--- config.mk ---
export PLATFORM = sky130hd
export DESIGN_NAME = multi_cycle_adder
export DESIGN_NICKNAME = d
export VERILOG_FILES = /design/src/rtl/alu_pkg.sv /design/src/rtl/chunk_adder.sv /design/src/rtl/multi_cycle_adder.sv
export SDC_FILE = /design/constraint.sdc
export NUM_CORES = 1
export LEC_CHECK = 0
export BUFFER_PORTS_ARGS = -buffer_cell sky130_fd_sc_hd__buf_2
export CAP_MARGIN = 10
export CORE_UTILIZATION = 54
export CTS_BUF_LIST = sky130_fd_sc_hd__clkbuf_4 sky130_fd_sc_hd__clkbuf_8 sky130_fd_sc_hd__clkbuf_16
export CTS_CLUSTER_DIAMETER = 40
export DETAILED_ROUTE_END_ITERATION = 16
export HOLD_SLACK_MARGIN = 0.05
export PLACE_DENSITY = 0.79
export SETUP_SLACK_MARGIN = 0.1
export SLEW_MARGIN = 20
export SYNTH_ARGS = -nofsm -noshare
export SYNTH_HDL_FRONTEND = slang
export SYNTH_SLANG_ARGS = --single-unit
--- constraint.sdc ---
create_clock -name clk -period 3.5 [get_ports clk]
set_input_delay 0.875 -clock clk [delete_from_list [all_inputs] [get_ports clk]]
set_output_delay 0.875 -clock clk [all_outputs]
set_load 0.05 [all_outputs]
--- src/rtl/alu_pkg.sv ---
// alu_pkg: shared state type, default sizes and chunk-count helper for the ALU adders
package alu_pkg;
  typedef enum logic [1:0] {IDLE, RUN, DONE} state_t;
  localparam int DEF_WIDTH = 16;
  localparam int DEF_CHUNK = 4;
  function automatic int chunk_count(input int width, input int chunk);
    return width / chunk;
  endfunction
endpackage

--- src/rtl/chunk_adder.sv ---
// chunk_adder: combinational CHUNK-bit ripple chain of full-adder cells, also exposing the carry into its MSB
module chunk_adder #(
  parameter int CHUNK = 4
) (
  input  logic [CHUNK-1:0] a_i,
  input  logic [CHUNK-1:0] b_i,
  input  logic             ci_i,
  output logic [CHUNK-1:0] s_o,
  output logic             co_o,
  output logic             cm_o
);
  logic c;
  // ripple the carry through one full-adder cell per bit; cm_o keeps the carry entering the top cell
  always_comb begin
    c = ci_i;
    cm_o = ci_i;
    s_o = '0;
    for (int i = 0; i < CHUNK; i++) begin
      cm_o = c;
      s_o[i] = a_i[i] ^ b_i[i] ^ c;
      c = (a_i[i] & b_i[i]) | (c & (a_i[i] ^ b_i[i]));
    end
    co_o = c;
  end
endmodule

--- src/rtl/multi_cycle_adder.sv ---
// multi_cycle_adder: chunk-serial add/subtract with start/busy/done handshake; MULTI_CYCLE_ADDER_OVF_EN adds the V overflow output
module multi_cycle_adder
  import alu_pkg::*;
#(
  parameter int WIDTH = DEF_WIDTH,
  parameter int CHUNK = DEF_CHUNK
) (
  input  logic             clk,
  input  logic             rst,
  input  logic             start,
  input  logic             sub,
  input  logic [WIDTH-1:0] A,
  input  logic [WIDTH-1:0] B,
  input  logic             Ci,
  output logic             busy,
  output logic             done,
  output logic [WIDTH-1:0] F,
  output logic             Co
`ifdef MULTI_CYCLE_ADDER_OVF_EN
  ,
  output logic             V
`endif
);
  localparam int N = chunk_count(WIDTH, CHUNK);
  localparam int IW = N > 1 ? $clog2(N) : 1;
  state_t state_q;
  logic [WIDTH-1:0] a_q, b_q, f_q;
  logic [IW-1:0] idx_q;
  logic carry_q, co_q;
  logic [CHUNK-1:0] a_d, b_d, s_d;
  logic cout_d, last_d;
  assign a_d = a_q[int'(idx_q)*CHUNK +: CHUNK];
  assign b_d = b_q[int'(idx_q)*CHUNK +: CHUNK];
  assign last_d = idx_q == IW'(N - 1);
  assign busy = state_q == RUN;
  assign done = state_q == DONE;
  assign F = f_q;
  assign Co = co_q;
`ifdef MULTI_CYCLE_ADDER_OVF_EN
  logic cmsb_d, v_q;
  assign V = v_q;
`endif
  chunk_adder #(.CHUNK(CHUNK)) u_chunk (
    .a_i (a_d),
    .b_i (b_d),
    .ci_i(carry_q),
    .s_o (s_d),
    .co_o(cout_d),
`ifdef MULTI_CYCLE_ADDER_OVF_EN
    .cm_o(cmsb_d)
`else
    .cm_o()
`endif
  );
  // control FSM: capture operands on an accepted start, one chunk per RUN edge, one-cycle DONE
  always_ff @(posedge clk or posedge rst) begin
    if (rst) begin
      state_q <= IDLE;
      a_q <= '0;
      b_q <= '0;
      f_q <= '0;
      idx_q <= '0;
      carry_q <= 1'b0;
      co_q <= 1'b0;
`ifdef MULTI_CYCLE_ADDER_OVF_EN
      v_q <= 1'b0;
`endif
    end else begin
      case (state_q)
        IDLE, DONE: begin
          state_q <= start ? RUN : IDLE;
          if (start) begin
            a_q <= A;
            b_q <= B ^ {WIDTH{sub}};
            carry_q <= sub | Ci;
            idx_q <= '0;
          end
        end
        RUN: begin
          f_q[int'(idx_q)*CHUNK +: CHUNK] <= s_d;
          carry_q <= cout_d;
          idx_q <= idx_q + 1'b1;
          if (last_d) begin
            state_q <= DONE;
            co_q <= cout_d;
`ifdef MULTI_CYCLE_ADDER_OVF_EN
            v_q <= cmsb_d ^ cout_d;
`endif
          end
        end
        default: state_q <= IDLE;
      endcase
    end
  end
endmodule

-- After elaboration in Yosys (flattened, before gate mapping)
Cells that the tools add are included.
- register bits: 54
- input bits: 37
- output and inout port bits: 19
- word-level logic and storage cells: 54
- $add $sub $neg: 2
- equality and inequality tests: 5
- shift-type cells: 4
- mux-type cells: 8
- bitwise gates (word level): 22
- reductions and logical operators: 6
- operators by type and width (cell ; number):
    $neg A4 Y33 ; 1
    $shift A4 B33 Y16 const A ; 1
    $shiftx A4 B33 Y16 ; 1
    $shiftx A16 B5 Y4 ; 2
    $bwmux W16 ; 1
    $xor A16 B16 Y16 ; 1
    $and A1 B1 Y1 ; 8
    $pmux W2 S2 ; 2
    $xor A1 B1 Y1 ; 8
    $reduce_and A2 Y1 ; 3
    $or A1 B1 Y1 ; 5
    $eq A2 B2 Y1 const B ; 2
    $mux W2 ; 2
    $add A2 B1 Y2 const B ; 1
    $eq A2 B1 Y1 const B ; 1
    $logic_not A2 Y1 ; 1
    $mux W1 ; 2
    $ne A2 B1 Y1 const B ; 1
    $ne A2 B2 Y1 const B ; 1
    $pmux W1 S2 ; 1
    $reduce_bool A2 Y1 ; 1
    $reduce_or A2 Y1 ; 1

-- Longest topological paths before layout
- depth after elaboration: 11
- gate-level depth with buffers: 12
- mapped depth without buffers: 11

-- Modules after synthesis
Synthesis repeated with hierarchy kept, for this count alone.
- cells, all modules: 207
- area total of the unflattened synthesis: 2590.0 µm²
- modules (own cells, without submodules) (module ; times used ; cells an instance ; area each (µm²) ; sequential area each (µm²)):
    multi_cycle_adder ; 1 ; 195 ; 2479.9 ; 1351.3
    chunk_adder ; 1 ; 12 ; 110.1 ; 0.0

-- Worst setup path before layout
No wires, ideal clock.
- kind: register to register
- start: reg idx_q[0]
- end: reg carry_q
- setup time: 0.126 ns
- data arrival time: 2.628 ns
- slack: 0.746 ns
- cell stages (with the launch flop): 12
- buffers on the path: 1
- cells stage by stage: dfrtp_1 > buf_6 > mux4_2 > inv_1 > fa_1 > inv_1 > fa_1 > inv_1 > fa_1 > inv_1 > fa_1 > a221o_1
- longest elaborated chain between the ends: 11
- elaborated cells between the ends (all ways): 19
- those cells by class: shift (2); mux (1); bitwise (16)
- ends and longest elaborated chain (what ; line ; text):
    from (decl) ; multi_cycle_adder.sv:28 ; logic [IW-1:0] idx_q;
    from (signal assigned) ; multi_cycle_adder.sv:82 ; idx_q <= idx_q + 1'b1;
    $shiftx A16 B5 Y4, on equally long branches ; multi_cycle_adder.sv:32, multi_cycle_adder.sv:33 ;
    $xor A1 B1 Y1 ; chunk_adder.sv:21 ; c = (a_i[i] & b_i[i]) | (c & (a_i[i] ^ b_i[i]));
    $and A1 B1 Y1 ; chunk_adder.sv:21 ;
    $or A1 B1 Y1 ; chunk_adder.sv:21 ;
    $and A1 B1 Y1 ; chunk_adder.sv:21 ;
    $or A1 B1 Y1 ; chunk_adder.sv:21 ;
    $and A1 B1 Y1 ; chunk_adder.sv:21 ;
    $or A1 B1 Y1 ; chunk_adder.sv:21 ;
    $and A1 B1 Y1 ; chunk_adder.sv:21 ;
    $or A1 B1 Y1 * ; chunk_adder.sv:21 ;
    via cout_d ; multi_cycle_adder.sv:31 ; logic cout_d, last_d;
    $pmux W1 S2 * ; multi_cycle_adder.sv:69 ; case (state_q)
    to (signal assigned) ; multi_cycle_adder.sv:75 ; carry_q <= sub | Ci;
    to (signal assigned) ; multi_cycle_adder.sv:81 ; carry_q <= cout_d;
    to (decl) ; multi_cycle_adder.sv:29 ; logic carry_q, co_q;
Mark *: on every way through the listed nets, which the timed path passes. The rest lies on a longest branch.
A chain may end at the register's enable or synchronous reset.

-- Worst setup path after layout
- start: reg idx_q[0]
- end: reg f_q[3] (netlist: F[3])
- longest elaborated chain between the ends: 11
- elaborated cells between the ends (all ways): 23
- those cells by class: add/sub (1); shift (4); mux (1); bitwise (17)
- ends and longest elaborated chain (what ; line ; text):
    $shiftx A16 B5 Y4, on equally long branches ; multi_cycle_adder.sv:32, multi_cycle_adder.sv:33 ;
    $xor A1 B1 Y1 ; chunk_adder.sv:20, chunk_adder.sv:21 ;
    $and A1 B1 Y1 ; chunk_adder.sv:21 ;
    $or A1 B1 Y1 ; chunk_adder.sv:21 ;
    $and A1 B1 Y1 ; chunk_adder.sv:21 ;
    $or A1 B1 Y1 ; chunk_adder.sv:21 ;
    $and A1 B1 Y1 ; chunk_adder.sv:21 ;
    $or A1 B1 Y1 ; chunk_adder.sv:21 ;
    $xor A1 B1 Y1 ; chunk_adder.sv:20 ; s_o[i] = a_i[i] ^ b_i[i] ^ c;
    $shiftx A4 B33 Y16 ; multi_cycle_adder.sv:80 ; f_q[int'(idx_q)*CHUNK +: CHUNK] <= s_d;
    $bwmux W16 * ; multi_cycle_adder.sv:80 ;
    to (signal assigned) ; multi_cycle_adder.sv:61 ; f_q <= '0;
    to (signal, indexed assignment) ; multi_cycle_adder.sv:80 ;
    to (decl) ; multi_cycle_adder.sv:27 ; logic [WIDTH-1:0] a_q, b_q, f_q;
Every way passes the cells marked *; elsewhere a longest branch is shown, timed or not.

==> impl_summary.md <==
Route
Detailed routing placed a total of 2.40 mm of wire on met2. In this run, the number of DRC markers left after iteration 0 of detailed routing was 102. After detailed routing, no signal wire sits above met4. The number of vias in the routed layout is 1916. Summed over all layers, the routed wires come to 5.03 mm.

The pre-antenna-repair detailed-routing pass consisted of 4 iterations. After detailed routing, the met3 layer carries 218 um of wire. The routed length per placed instance is 13.3 um. The routed length on met1 is 2.33 mm. In this run the remaining antenna-violating nets after routing total 0. The remaining routing DRC violations is 0.

Dividing the detail-routed via count by the number of cells gives 5.08.

Worst setup path
Setup slack on the worst reg-to-reg path comes out at 430 ps. STA classifies the critical path endpoint as a flip-flop. In this run the critical register-to-register path is launched from idx_q[0].

The worst setup path is of the flip-flop to flip-flop kind. The startpoint type of the worst setup path is a flip-flop. STA puts the critical path data required time at 3730 ps.

The maximum fanout along the worst path is 9. STA puts the critical path data arrival time at 3300 ps. The origin of the worst setup path is idx_q[0]. For the worst flop-to-flop path, the logic depth is 11. The end of the worst register-to-register path is F[3].

Final layout
Of the cells placed in the final design, the portion with a size suffix greater than 1 is 0.239. Measured on the finished design, the core utilization comes to 0.647. The number of inserted diodes is 0. From synthesis to final layout, the design area changed by 14.5%. The net count of the finished layout is 357. The final standard cell count with taps included and fillers excluded is 377. Counting the fill cells in the layout gives 431. The multi-input combinational cells in the finished layout cover a total of 1190 um^2. After routing the design area is 3070 um^2.

The sequential cell area in the final layout is 1350 um^2.

Logic synthesis
The synthesized flop and latch total is 54. After synthesis, the largest family of logic cells by area is simple AND/OR/NAND/NOR gates. Of the post-synthesis cell area, the part taken by muxes is 0.0811. The proportion of register bits with asynchronous set or reset after synthesis is 1.00. The number of distinct library cells after synthesis is 27.

By area the synthesized netlist is led by sky130_fd_sc_hd__dfrtp_1 50%, sky130_fd_sc_hd__nand2_1 12%, sky130_fd_sc_hd__mux4_1 5.9%. The post-synthesis adder-cell area fraction is 0.0578. In this run, synthesis inferred 0 flip-flops with an integrated enable. Of the post-synthesis cell area, the dominant cell type holds 0.503. In the synthesized netlist the dominant register cell turns out to be sky130_fd_sc_hd__dfrtp_1. Synthesis produced a netlist whose cell count is 257. Of all cell types, the one taking the most synthesized area is sky130_fd_sc_hd__dfrtp_1.

The commonest cells after synthesis are 83 x sky130_fd_sc_hd__nand2_1, 54 x sky130_fd_sc_hd__dfrtp_1, 23 x sky130_fd_sc_hd__o21ai_0. The number of warnings issued by yosys is 0. The area fraction in compound gates after synthesis is 0.0778. The net count of the mapped netlist is 304. The leading cell type by number of instances after synthesis is sky130_fd_sc_hd__nand2_1. The post-synthesis instance area is 2690 um^2. Averaged over all synthesized cells, the footprint is 10.4 um^2. Of the total synthesized cell area, the portion taken by AND, OR, NAND and NOR gates is 0.174.

The sequential element share of the synthesized area is 0.503. Of the total synthesized cell area, the portion taken by XOR and XNOR cells is 0.0522.

CTS
No sink is reached through more buffers than the 2 on the longest clock path. The clock tree synthesis step divided the H-tree into 2 levels. The number of buffers inserted by post-CTS setup repair is 0. Hold repair after CTS inserted 0 buffers. The TritonCTS clock tree is built. The clock sink count is 54. The worst-skew pair later-pin latency is 310 ps. The master cell of the clock root buffer is sky130_fd_sc_hd__clkbuf_8. The TritonCTS buffer count is 5. After clock tree synthesis, the repair step resized 0 gates.

The register clock-pin slew on the reported worst setup and hold paths is 90 ps.

Pwr
The power spent charging and discharging nets is 1.36 mW. The total power density per cell area is 977 nW/um^2. The internal portion of the total power is 1.64 mW. The share of total power dissipated in combinational logic is 0.529. The completed layout was analyzed and its total power is 3.00 mW.

The worst voltage drop across the vdd grid is 0.425 mV. Of the total power, the clock network draws 0.115. The analysis attributes to cell leakage a power of 1.55 nW. Of the total power, the share spent switching nets is 0.453. Of the total power, registers draw 0.356.

Global routing
The global routing usage summed across all routing layers is 0.215. The first global-routing pass estimated 8.55 mm of wire. Entering global routing, the biggest net connects 55 pins. The via count of the first global-routing pass came to 1870. The initial antenna violation count came to 0.

The final global-route overflow total is 0.

Die
The floorplan step defined a die boundary enclosing 5260 um^2. For this configuration, the core starts out at a cell density of 0.565. In this run the standard cell core region covers 4750 um^2. The die is 72.5 um tall. The floorplan has 25 rows. The width of the die is 72.5 um.

The number of top-level design ports is 56.

Timing
The worst clock skew is 3.47 ps. The final hold slack is 480 ps. At the pin with the least slew margin, the transition time is 911 ps. The setup slack of the critical path after layout is 428 ps.

Headroom to the max-slew limit came out at 0.393. The final setup violation count is 0. The top achievable clock speed is 0.326 GHz.

Setup repair after global routing left no endpoint under its margin. The share of the cycle needed by the critical path after routing is 0.878. The count of endpoints failing hold in the final timing report is 0. The final max-slew violation count is 0.

The shortest clock period the worst path allows after layout is 3070 ps. The summed negative setup slack over all endpoints is 0 ps.

Run status
The flow ran to the end, and the final reports show no timing, DRC or antenna violations.

Place
Detailed placement finished with a half-perimeter wire length of 3.65 mm. The number of port buffers is 55. The congestion estimate from routability-driven global placement came to 0.800.

The number of placed instances, taps included, is 370. The cell area after placement is 2990 um^2. Before CTS, the worst setup slack after placement is 453 ps.

Flow run
The tool flagged a number of max-cap violations equal to 0.

Worst hold path
The startpoint identified for the worst hold timing path is F[6]. The worst hold path belongs to the class flip-flop to flip-flop. The end of the worst hold path is F[6]. The cell count of the worst hold path is 2.
-- cells by family after synthesis --
logic type	count (synthesis)
fa+ha+maj	10
buf+inv	25
mux	9
flops	54
simple gates	107
compound gates	36
xor+xnor	16
-- metal layers --
metal  track usage  up-vias
li1              -      950
met1         0.278      914
met2         0.355       47
met3        0.0528        5
met4        0.0741        0
met5             0        -
-- critical path, cell delays in order (launching register included) --
cell	delay, ps
sky130_fd_sc_hd__dfrtp_1	610
sky130_fd_sc_hd__mux4_1	600
sky130_fd_sc_hd__inv_1	90
sky130_fd_sc_hd__fa_1	160
sky130_fd_sc_hd__inv_1	50
sky130_fd_sc_hd__fa_1	360
sky130_fd_sc_hd__inv_1	80
sky130_fd_sc_hd__fa_1	160
sky130_fd_sc_hd__inv_1	50
sky130_fd_sc_hd__fa_1	580
sky130_fd_sc_hd__nand3_1	90
sky130_fd_sc_hd__o21ai_0	160
-- power groups by stage --
| stage | Sequential, mW | Clock (mW) | Combinational, mW |
|---|---|---|---|
| after floorplan | 1.21 | 0 | 1.06 |
| after global placement | 1.06 | 0 | 1.55 |
| after detailed placement | 1.08 | 0 | 1.59 |
| after CTS | 1.07 | 0.350 | 1.59 |
| after global routing | 1.10 | 0.374 | 1.77 |
| final | 1.07 | 0.346 | 1.59 |
-- final cells by class --
class	instances	area share
Multi-Input combinational cell	178	0.387
Sequential cell	54	0.440
Inverter	12	0.0159
Timing Repair Buffer	59	0.103
Clock buffer	7	0.0273
Tap cell	67	0.0273
-- how the worst max path moves through the flow --
stage	end	slack, ps	cells past startpoint
after floorplan	carry_q	750	11
after global placement	F[15]	550	11
after detailed placement	F[3]	450	11
after CTS	F[3]	410	11
after global routing	F[7]	180	11
final	F[3]	430	11
-- state kept, by name (all words and copies together) (netlist names) --
signal	flops
a_q	16
F	16
idx_q	2
b_q	16
state_q	2
Co	1
carry_q	1
-- layout by cell type, fill, tap and decap left out, types with 2 or more instances in the layout --
cell type	Yosys	routed
sky130_fd_sc_hd__nand3b_1	6	6
sky130_fd_sc_hd__fa_1	4	4
sky130_fd_sc_hd__nor2b_1	2	2
sky130_fd_sc_hd__mux4_1	6	6
sky130_fd_sc_hd__inv_1	11	10
sky130_fd_sc_hd__xnor2_1	16	16
sky130_fd_sc_hd__nand2b_1	2	2
sky130_fd_sc_hd__o31ai_1	8	8
sky130_fd_sc_hd__buf_2	6	55
sky130_fd_sc_hd__buf_4	3	3
sky130_fd_sc_hd__clkbuf_4	0	2
sky130_fd_sc_hd__nand2_1	83	83
sky130_fd_sc_hd__dfrtp_1	54	54
sky130_fd_sc_hd__nor2_1	3	3
sky130_fd_sc_hd__clkbuf_8	0	5
sky130_fd_sc_hd__nand3_1	7	7
sky130_fd_sc_hd__ha_1	6	6
sky130_fd_sc_hd__o21ai_0	23	23
sky130_fd_sc_hd__o21ai_1	3	3
sky130_fd_sc_hd__mux4_2	2	2
No activity file was read; power rests on OpenSTA's default activity.
